`src/rtl/adc_decimator.sv`:
```
// adc_decimator: block-averaging decimator for 12-bit ADC conversions.
// Optional feature macro: ADC_DECIMATOR_SIGNED_EN (offset-binary to two's complement output).
module adc_decimator #(
  parameter int DATA_WIDTH = 12,
  parameter int DECIM_LOG2 = 2,
  parameter int OUT_WIDTH  = 16
) (
  input  logic                  clk,
  input  logic                  rst,
  input  logic                  enable,
  input  logic [DATA_WIDTH-1:0] in_data,
  input  logic                  in_valid,
  output logic [OUT_WIDTH-1:0]  out_data,
  output logic                  out_valid,
  input  logic                  out_ack,
  output logic                  overrun,
  input  logic                  overrun_clr
);

  localparam int AW = DATA_WIDTH + DECIM_LOG2;
  localparam int CW = (DECIM_LOG2 > 0) ? DECIM_LOG2 : 1;
  localparam logic [CW-1:0] CNT_MAX = CW'((1 << DECIM_LOG2) - 1);

  typedef enum logic {
    IDLE  = 1'b0,
    ACCUM = 1'b1
  } state_t;

  state_t               state, state_n;
  logic [AW-1:0]        acc, acc_n;
  logic [CW-1:0]        cnt, cnt_n;
  logic [OUT_WIDTH-1:0] od_n;
  logic                 ov_n;
  logic                 orun_n;

  logic [AW-1:0]         sum;
  logic [DATA_WIDTH-1:0] mean;
  logic [OUT_WIDTH-1:0]  fmt;
  logic                  complete;

  assign sum  = acc + AW'(in_data);
  assign mean = DATA_WIDTH'(sum >> DECIM_LOG2);

`ifdef ADC_DECIMATOR_SIGNED_EN
  // Subtracting midscale is just an MSB flip; the cast sign-extends.
  logic signed [DATA_WIDTH-1:0] off;
  assign off = {~mean[DATA_WIDTH-1], mean[DATA_WIDTH-2:0]};
  assign fmt = OUT_WIDTH'(off);
`else
  // Unsigned mean, zero-extended.
  assign fmt = OUT_WIDTH'(mean);
`endif

  assign complete = (state == ACCUM) && in_valid && (cnt == CNT_MAX);

  // Next-state, accumulator and handshake logic.
  always_comb begin
    state_n = enable ? ACCUM : IDLE;
    acc_n   = acc;
    cnt_n   = cnt;
    od_n    = out_data;
    ov_n    = out_valid;
    orun_n  = overrun;
    unique case (state)
      IDLE: begin
        acc_n = '0;
        cnt_n = '0;
      end
      ACCUM: begin
        if (complete) begin
          acc_n = '0;
          cnt_n = '0;
          od_n  = fmt;
        end else if (in_valid) begin
          acc_n = sum;
          cnt_n = cnt + 1'b1;
        end
      end
      default: begin
        acc_n = '0;
        cnt_n = '0;
      end
    endcase
    if (complete) begin
      ov_n = 1'b1;
    end else if (out_valid && out_ack) begin
      ov_n = 1'b0;
    end
    if (complete && out_valid && !out_ack) begin
      orun_n = 1'b1;
    end else if (overrun_clr) begin
      orun_n = 1'b0;
    end
  end

  // State and datapath registers.
  always_ff @(posedge clk or posedge rst) begin
    if (rst) begin
      state     <= IDLE;
      acc       <= '0;
      cnt       <= '0;
      out_data  <= '0;
      out_valid <= 1'b0;
      overrun   <= 1'b0;
    end else begin
      state     <= state_n;
      acc       <= acc_n;
      cnt       <= cnt_n;
      out_data  <= od_n;
      out_valid <= ov_n;
      overrun   <= orun_n;
    end
  end

endmodule

```
`config.mk`:
```
export PLATFORM = sky130hd
export DESIGN_NAME = adc_decimator
export DESIGN_NICKNAME = d
export VERILOG_FILES = /design/src/rtl/adc_decimator.sv
export SDC_FILE = /design/constraint.sdc
export NUM_CORES = 1
export LEC_CHECK = 0
export CORE_MARGIN = 10
export CORE_UTILIZATION = 46
export DETAILED_ROUTE_END_ITERATION = 10
export PLACE_DENSITY = 0.75
export REMOVE_ABC_BUFFERS = 1
export SYNTH_ARGS = -nofsm -noshare
export SYNTH_HDL_FRONTEND = slang
export SYNTH_SLANG_ARGS = --single-unit
```
`constraint.sdc`:
```
create_clock -name clk -period 2.23 [get_ports clk]
set_input_delay 0.223 -clock clk [delete_from_list [all_inputs] [get_ports clk]]
set_output_delay 0.223 -clock clk [all_outputs]
set_load 0.01 [all_outputs]
```
[Yosys cells after proc, flatten, opt, wreduce, memory -nomap -nowiden]
Cells that the tools add are included.
Word-level totals
  memory bits (writable): 0
  bits in latches: 0
  word-level logic and storage cells: 31
  memories kept: 0
  output and inout bits: 18
  input port bits: 18
  register bits: 31
  ROM bits: 0
Operators by class
  muxes and demuxes: 11
  reductions and logical operators: 9
  $mul: 0
  order comparisons: 0
  divide/modulo/power cells: 0
  equal/unequal tests: 2
  bitwise logic cells: 1
  $add $sub $neg: 2
  shift operators: 0
Operators by type and width (number)
  2-to-1 mux 14 bit: 2
  one-hot mux 14 bit (2 select lines): 1
  adder 14 x 12 -> 14 bit: 1
  logical AND 1 bit: 5
  2-to-1 mux 1 bit: 5
  2-to-1 mux 2 bit: 2
  one-hot mux 2 bit (2 select lines): 1
  nonzero test 2 bit: 2
  != test 3 x 2 -> 1 bit (second input constant): 1
  adder 2 x 1 -> 2 bit (second input constant): 1
  equality test 2 bit (second input constant): 1
  AND reduction 2 bit: 1
  zero test 1 bit: 1
  NOT 1 bit: 1

[Logic depth before layout (Yosys ltp)]
Gate-level depths: netlist (run 1).
  word-level depth: 5
  gate-level depth with buffers: 8
  gate-level depth less buffers: 8

[Worst setup path before layout (run 1)]
Ideal clock, no wire load.
  path type: register to register
  start: register acc[0]
  end: register out_data[8]
  required time: 2.105 ns
  slack: -0.090 ns
  buffers on the path: 0
  library setup time: 0.125 ns
  stages on the path, launching flop included: 9
  clock period less this slack: 2.320 ns
  arrival: 2.195 ns
  path through: dfrtp_1 > ha_1 > fa_1 > a21o_1 > a221oi_2 > o21ai_2 > a21o_2 > xor2_1 > mux2_2
On the way
  word-level cells in the longest chain between the ends: 1
RTL lines
  start, declared: RTL line 30  | logic [AW-1:0] acc, acc_n;
  start signal, assigned: RTL line 107  | acc <= acc_n;
  adder 14 x 12 -> 14 bit: RTL line 41  | assign sum = acc + AW'(in_data);
  end signal, assigned: RTL line 109  | out_data <= od_n;
  end, declared: RTL line 13  | output logic [OUT_WIDTH-1:0] out_data,
No other way between the ends.
A chain may end at the register's enable or synchronous reset.

[Worst setup path after layout (run 1)]
Ends and elaborated chain as after synthesis.

==> qor.log, run 1 <==
[outcome] outcome finished with violations
[outcome] violations in the final reports setup timing
[routing] aggregate routed wire length 4.30 mm
[synthesis] share of synthesized cell area in and, or, nand and nor gates 0.135
[sta] setup total negative slack -0.0237 ns
[synthesis] syn avg cell area 10.0 µm²
[clocking] CTS max path bufs 2
[sta] post-route clock period utilization 1.01
[floorplan] die area 0.00660 mm²
[layout] FILL cells 305
[hold_path] worst min-delay path category input port to async pin
[worst_setup_path] kind of critical path flip-flop to flip-flop
[clocking] clock network latency to the later pin of the worst-skew pair 0.29 ns
[placement] number of I/O port buffers 31
[routing] antenna-violating nets left 0
[grt] initial antenna violation count 0
[clocking] CTS Hold Buffers Added 0
[synthesis] Synth Instances 172
[placement] HPWL Detailed 3.13 mm
[worst_setup_path] source of the critical timing path acc[0]$_DFFE_PP0P_
[floorplan] cell row count 22
[synthesis] xor and xnor area share after synthesis 0.0558
[routing] detailed-routing wirelength on met1 1.89 mm
[synthesis] EDFF count, synth 0
[sta] worst setup margin -0.0237 ns
[synthesis] multiplexer area fraction after synthesis 0.0189
[synthesis] post-synth design cell area 0.00173 mm²
[clocking] number of clock sinks 31
[routing] topmost layer with routed signal wires met4
[grt] Tot GR Track Use 0.138
[routing] first-iteration detailed-routing DRC count 109
[clocking] Inserted Clock Buffers 5
[clocking] total number of H-tree levels 2
[sta] Final Setup Violations 1
[pwr] power per cell area 817 mW/mm²
[worst_setup_path] CP peak stage delay 0.38 ns
[sta] highest clock frequency the design can meet 444 MHz
[sta] final hold violation count 0
[worst_setup_path] total number of cells along the worst setup path 8
[grt] pin count of the biggest net entering global routing 32
[sta] RSZ-0062 raised after global routing yes
[layout] area of all placed cells without fillers 0.00234 mm²
[sta] clock tree skew after final layout 0.00371 ns
[floorplan] Initial Utilization 0.475
[worst_setup_path] worst reg2reg path depth 8
[synthesis] dominant combinational cell family by area after synthesis compound AO/OA/AOI/OAI gates
[grt] wire length of the first global-routing pass 7.13 mm
[grt] via count of the first global-routing pass 1,483
[placement] cell total after placement 261
[synthesis] number of distinct library cells after synthesis 38
[layout] total area of multi-input combinational cells 930 µm²
[synthesis] register bit total from synthesis 31
[flow_run] number of max-cap violations 0
[synthesis] most instantiated flip-flop cell in the synthesis netlist sky130_fd_sc_hd__dfrtp_1
[pwr] Total Power 1.91 mW
[grt] leftover overflow at the end of global routing 0
[layout] diode count 0
[routing] Avg WL per Cell 15.9 µm
[routing] number of vias after detailed routing 1,446
[routing] average vias per placed instance 5.34
[floorplan] overall die width 81.2 µm
[sta] fin. max-slew vios 0
[layout] final net count 254
[synthesis] yosys warns 0
[placement] setup slack at placement -0.411 ns
[floorplan] Core Area 0.00363 mm²
[worst_setup_path] Reg2Reg Launch Point acc[0]$_DFFE_PP0P_
[layout] number of standard cells in the layout, taps in and fillers out 271
[routing] number of iterations in the first detailed-routing pass 4
[placement] GPL Wtd Cong 0.890
[pwr] leakage power figure 1.14 nW
[synthesis] fraction of registers with async set or reset after synthesis 1.00
[worst_setup_path] worst path bufs/invs 0
[worst_setup_path] data arrival time of the worst path 2.43 ns
[layout] area used by sequential logic in the layout 776 µm²
[synthesis] post-synthesis adder-cell area fraction 0.106
[sta] minimum period implied by the final worst setup slack 2.25 ns
[floorplan] die span in y 81.2 µm
[pwr] Peak supply drop 0.450 mV
[worst_setup_path] Critical Path Start Type flip-flop
[synthesis] Compound-Gate Fraction of Synth Area 0.196
[floorplan] number of top-level pins 36
[worst_setup_path] highest-delay cell along the critical path sky130_fd_sc_hd__dfrtp_1
[worst_setup_path] Critical Path Sink Type flip-flop
[worst_setup_path] largest delay contributor family on the critical path compound AO/OA/AOI/OAI gates
[routing] drc violations 0
[clocking] library cell used as clock root buffer sky130_fd_sc_hd__clkbuf_8
[placement] cell area reported after detailed placement 0.00217 mm²
[layout] area growth from synthesis to layout 35.6%
[clocking] clock tree from TritonCTS yes
[routing] total met3 wirelength after detailed routing 309 µm
[routing] DR WL met2 2.04 mm
[worst_setup_path] cell-by-cell listing of the critical path ha_2 -> fa_2 -> a21o_1 -> a221oi_2 -> o21ai_2 -> a21o_2 -> xor2_2 -> mux2_4
[worst_setup_path] critical path peak fanout 2
[clocking] clock slew at the register clock pins of the worst setup and hold paths 0.07 ns
[worst_setup_path] endpoint required time on the critical path 2.41 ns
[layout] layout cell share with drive strength beyond 1 0.184
[synthesis] portion of the post-synthesis area used by sequential elements 0.450
[area by class of cell]
cell class              instances  share of cell area
clock buffers                   6              0.0353
clock inverters                 2              0.0150
inverters                       5             0.00802
multi-input cells             131               0.397
flip-flops and latches         31               0.332
well taps                      48              0.0257
repair buffers                 48               0.187
[worst min-delay path, delay by kind of cell]
family / cells / cell delay (ns)
buffers and inverters: 3 / 0.81
[final timing paths]
kind	end	slack [ns]
min in group clk	state$_DFF_PP0_	0.37
worst max register to register	out_data[8]$_DFFE_PP0P_	-0.02
max in group asynchronous	out_data[7]$_DFFE_PP0P_	1.62
worst min register to register	out_data[2]$_DFFE_PP0P_	0.48
worst max-delay path	out_data[8]$_DFFE_PP0P_	-0.02
worst min-delay path	out_valid$_DFFE_PP0P_	0.32
[sequential cells by signal, summed over array words and instances (netlist names)]
register,flops
cnt,2
out_valid,1
overrun,1
state,1
acc,14
out_data,12
[cells in the final DEF, fill, tap and decap left out, types with 2 or more instances in the layout]
master	instances
sky130_fd_sc_hd__a22o_1	8
sky130_fd_sc_hd__inv_1	5
sky130_fd_sc_hd__nor2_1	7
sky130_fd_sc_hd__a21oi_1	7
sky130_fd_sc_hd__nand2_1	26
sky130_fd_sc_hd__a31o_2	2
sky130_fd_sc_hd__a221oi_2	2
sky130_fd_sc_hd__nand3_1	5
sky130_fd_sc_hd__xor2_1	3
sky130_fd_sc_hd__xnor2_1	6
sky130_fd_sc_hd__ha_1	12
sky130_fd_sc_hd__clkbuf_8	6
sky130_fd_sc_hd__clkdlybuf4s50_1	31
sky130_fd_sc_hd__nor2b_1	3
sky130_fd_sc_hd__dfrtp_1	31
sky130_fd_sc_hd__and3_1	3
sky130_fd_sc_hd__o21ai_1	5
sky130_fd_sc_hd__conb_1	4
sky130_fd_sc_hd__o21ai_0	11
sky130_fd_sc_hd__a21o_1	4
sky130_fd_sc_hd__mux2_4	2
sky130_fd_sc_hd__buf_4	17
[logic make-up after synthesis]
logic type,Yosys count
xor gates and xnor gates,11
muxes,3
other,1
DFF,31
buffers and inverters,13
AOI/OAI and AO/OA,48
adders and majority gates,14
and+or+nand+nor,51
[cell usage after synthesis (all sizes together) (3+ instances only)]
cell type / instances / area [µm²]
clkbuf: 4 / 15.0
xor2: 4 / 35.0
buf: 4 / 30.0
dfrtp: 31 / 776
nand2: 26 / 97.6
nor2: 7 / 26.3
a21o: 5 / 38.8
or3: 3 / 20.0
and3: 4 / 26.3
o21ai: 17 / 88.8
ha: 13 / 163
a21oi: 7 / 35.0
a22o: 8 / 70.1
nor2b: 3 / 18.8
inv: 5 / 18.8
nand3: 5 / 25.0
xnor2: 7 / 61.3
[layer usage]
layer	track usage	up-vias
met4	0.0571	0
li1	-	702
met5	0	-
met2	0.217	43
met3	0.0497	8
met1	0.167	693
[power breakdown]
| part | switching (mW) | internal, mW |
|---|---|---|
| Clock | 0.219 | 0.361 |
| Sequential | 0.0499 | 0.645 |
| Combinational | 0.298 | 0.338 |
| Total | 0.567 | 1.34 |
[through the flow]
step | hold slack [ns] | util
floorplan | 0.254 | -
global placement | 0.461 | 0.598
detailed placement | 0.469 | 0.598
CTS | 0.326 | 0.634
global route | 0.370 | 0.644
finish | 0.317 | 0.644
[what timing repair did]
item | in CTS | in global routing
setup endpoints to repair | 5 | 10
setup buffers | 1 | 1
pin swaps | 5 | 6
gates resized for setup | 2 | 10
Power figures use the tool's default switching activity.
==> run 2: changes to the inputs <==
Settings changed: CORE_UTILIZATION 46 to 56, DONT_BUFFER_PORTS set to 1, PLACE_DENSITY 0.75 to 0.73.
==> qor.log, run 2 (synthesis gave the netlist of run 1 again) <==
[outcome] outcome finished with violations
[outcome] violations in the final reports setup timing
[worst_setup_path] critical path peak fanout 2 [unchanged]
[pwr] internal cell power 1.05 mW [-22%]
[layout] register ranked first by flip-flop count acc
[worst_setup_path] reg2reg end out_data[8]$_DFFE_PP0P_
[pwr] Peak supply drop 0.439 mV [-2.5%]
[hold_path] Min-Delay Endpoint out_valid$_DFFE_PP0P_
[floorplan] Initial Utilization 0.575 [+0.0997]
[pwr] portion of total power attributed to combinational logic 0.291 [-0.042]
[sta] RSZ-0062 raised after global routing yes
[hold_path] cell count of the worst hold path 2
[routing] drc violations 0 [unchanged]
[grt] Tot GR Track Use 0.140 [+0.00168]
[worst_setup_path] kind of critical path flip-flop to flip-flop
[worst_setup_path] CP peak stage delay 0.39 ns [about the same]
[grt] pin count of the biggest net entering global routing 32 [unchanged]
[worst_setup_path] data arrival time of the worst path 2.47 ns [+0.04 ns]
[grt] initial antenna violation count 0 [unchanged]
[grt] wire length of the first global-routing pass 6.11 mm [-14%]
[clocking] total number of H-tree levels 2 [unchanged]
[clocking] Inserted Clock Buffers 5 [unchanged]
[layout] area growth from synthesis to layout 12.8%
[worst_setup_path] largest delay contributor family on the critical path compound AO/OA/AOI/OAI gates
[clocking] clock network latency to the later pin of the worst-skew pair 0.33 ns [+0.04 ns]
[routing] average vias per placed instance 5.71 [+7.0%]
[grt] leftover overflow at the end of global routing 0 [unchanged]
[sta] minimum period implied by the final worst setup slack 2.24 ns [-0.0113 ns]
[routing] first-iteration detailed-routing DRC count 61 [-44%]
[worst_setup_path] R2R Setup Slk -0.01 ns [about the same]
[sta] clock tree skew after final layout 0.00610 ns [+0.00240 ns]
[floorplan] number of top-level pins 36 [unchanged]
[routing] antenna-violating nets left 0 [unchanged]
[pwr] leakage power figure 0.989 nW [-13%]
[worst_setup_path] Critical Path Start Type flip-flop
[pwr] Seq pwr share 0.465 [+0.101]
[layout] most common cell after layout, fill and taps aside sky130_fd_sc_hd__dfrtp_1
[pwr] Clk pwr share 0.244 [-0.059]
[sta] fin. max-slew vios 0 [unchanged]
[worst_setup_path] source of the critical timing path acc[0]$_DFFE_PP0P_
[routing] number of vias after detailed routing 1,279 [-12%]
[grt] via count of the first global-routing pass 1,344 [-9.4%]
[clocking] number of clock sinks 31 [unchanged]
[layout] share of the core filled with cells in the final layout 0.648 [+0.00398]
[placement] HPWL Detailed 2.79 mm [-11%]
[worst_setup_path] cell-by-cell listing of the critical path ha_2 -> fa_2 -> a21o_1 -> a221oi_2 -> o21ai_2 -> a21o_2 -> xor2_1 -> mux2_4
[hold_path] source of the worst hold timing path out_ack
[routing] aggregate routed wire length 3.78 mm [-12%]
[layout] diode count 0 [unchanged]
[sta] worst setup margin -0.0124 ns [+0.0113 ns]
[clocking] clock tree from TritonCTS yes
[floorplan] overall die width 75.5 µm [-7.1%]
[sta] worst hold margin 0.0884 ns [-0.229 ns]
[worst_setup_path] worst path bufs/invs 0 [unchanged]
[clocking] clock slew at the register clock pins of the worst setup and hold paths 0.10 ns [+0.03 ns]
[layout] final net count 222 [-13%]
[flow_run] number of max-cap violations 0 [unchanged]
[layout] top flop regs acc x14, out_data x12, cnt x2
[worst_setup_path] endpoint required time on the critical path 2.46 ns [+0.05 ns]
[floorplan] die span in y 75.5 µm [-7.1%]
[routing] Avg WL per Cell 16.9 µm [+6.2%]
[pwr] Switching Share 0.326 [+0.0294]
[worst_setup_path] highest-delay cell along the critical path sky130_fd_sc_hd__dfrtp_1
[clocking] CTS max path bufs 2 [unchanged]
[routing] number of iterations in the first detailed-routing pass 4 [unchanged]
[layout] number of flip-flops in the largest register 14 [unchanged]
[layout] layout cell share with drive strength beyond 1 0.178 [-0.00585]
[floorplan] cell row count 20 [-9.1%]
[hold_path] worst min-delay path category input port to flip-flop
[pwr] switching power summed over all nets 507 µW [-11%]
[floorplan] die area 0.00570 mm² [-14%]
[pwr] power per cell area 798 mW/mm² [-2.3%]
[clocking] library cell used as clock root buffer sky130_fd_sc_hd__clkbuf_4
[floorplan] Core Area 0.00300 mm² [-17%]
[sta] final hold violation count 0 [unchanged]
[worst_setup_path] worst reg2reg path depth 8 [unchanged]
[sta] Final Setup Violations 1 [unchanged]
[placement] number of I/O port buffers 0 [-100%]
[worst_setup_path] Reg2Reg Launch Point acc[0]$_DFFE_PP0P_
[sta] post-route clock period utilization 1.01 [-0.00507]
[layout] most used cells in the layout excluding fill and tap cells sky130_fd_sc_hd__dfrtp_1 (31), sky130_fd_sc_hd__nand2_1 (26), sky130_fd_sc_hd__buf_4 (13)
[sta] highest clock frequency the design can meet 446 MHz [+0.50%]
[placement] GPL Wtd Cong 0.840 [-5.7%]
[worst_setup_path] Critical Path Sink Type flip-flop
## run 2: changes by cell type in the layout (fill, tap and decap cells not counted), sizes merged
cell,previous run,this run
clkbuf,6,8
bufinv,1,0
dlygate4sd3,0,3
clkinv,1,0
buf,17,13
clkdlybuf4s50,31,0
## run 2: worst register-to-register path: stages (launching register included)
cell                       delay [ns]
sky130_fd_sc_hd__dfrtp_1         0.39
sky130_fd_sc_hd__ha_2            0.18
sky130_fd_sc_hd__fa_2            0.35
sky130_fd_sc_hd__a21o_1          0.19
sky130_fd_sc_hd__a221oi_2        0.29
sky130_fd_sc_hd__o21ai_2         0.10
sky130_fd_sc_hd__a21o_2          0.22
sky130_fd_sc_hd__xor2_1          0.15
sky130_fd_sc_hd__mux2_4          0.26
## run 2: power by group through the flow
| stage | Sequential [mW] | Clock (mW) | Combinational [mW] |
|---|---|---|---|
| 2_1_floorplan | 0.717 | 0 | 0.326 |
| 3_3_place_gp | 0.734 | 0 | 0.398 |
| 3_5_place_dp | 0.736 | 0 | 0.417 |
| 4_1_cts | 0.726 | 0.387 | 0.435 |
| 5_1_grt | 0.737 | 0.416 | 0.511 |
| 6_report | 0.723 | 0.378 | 0.452 |
## run 2: area by class of cell
class / count / area [µm²]
well taps: 33 / 41.3
clock buffers: 8 / 68.8
multi-input cells: 131 / 913
fillers: 253 / 1060
repair buffers: 16 / 128
flip-flops and latches: 31 / 776
inverters: 5 / 18.8
## run 2: worst max-delay path by stage
stage,end,slack (ns),depth (start not counted)
2_1_floorplan,out_data[8]$_DFFE_PP0P_,-0.09,8
3_3_place_gp,out_data[8]$_DFFE_PP0P_,-0.06,8
3_5_place_dp,out_data[8]$_DFFE_PP0P_,-0.11,8
4_1_cts,out_data[8]$_DFFE_PP0P_,-0.002,8
5_1_grt,out_data[8]$_DFFE_PP0P_,-0.09,8
6_report,out_data[8]$_DFFE_PP0P_,-0.01,8
## run 2: stage by stage
stage	instance area, µm²	TNS [ns]	setup WS, ns	total power, mW	instances
2_1_floorplan	1690	-0.111	-0.0895	1.04	167
3_3_place_gp	1800	-0.0616	-0.0616	1.13	209
3_5_place_dp	1800	-0.268	-0.111	1.15	209
4_1_cts	1920	-0.00231	-0.00231	1.55	222
5_1_grt	1950	-0.228	-0.0906	1.66	224
6_report	1950	-0.0124	-0.0124	1.55	224
## run 2: what timing repair did
item	in CTS	in global routing
setup buffers	2	2
hold endpoints to repair	33	0
endpoints found under the setup margin	5	9
resized for setup	3	5
pin swaps	3	5
hold buffers	3	0
## run 2: layer usage
layer | GRT usage | vias to the layer above | part of all wire
met5 | 0 | - | 0
met4 | 0.0309 | 0 | 0.0090
met3 | 0.0664 | 4 | 0.093
met2 | 0.229 | 38 | 0.48
met1 | 0.161 | 599 | 0.41
li1 | - | 638 | -
==> run 3: changes to the inputs <==
--- a/constraint.sdc
+++ b/constraint.sdc
@@ -3,2 +3,2 @@
 set_output_delay 0.223 -clock clk [all_outputs]
-set_load 0.01 [all_outputs]
+set_load 0.005 [all_outputs]
==> results of run 3 <==
Same layout as run 2 (identical final DEF). Status: finished with violations: setup timing.
Among the figures that moved: total power 1.55 mW -> 1.53 mW
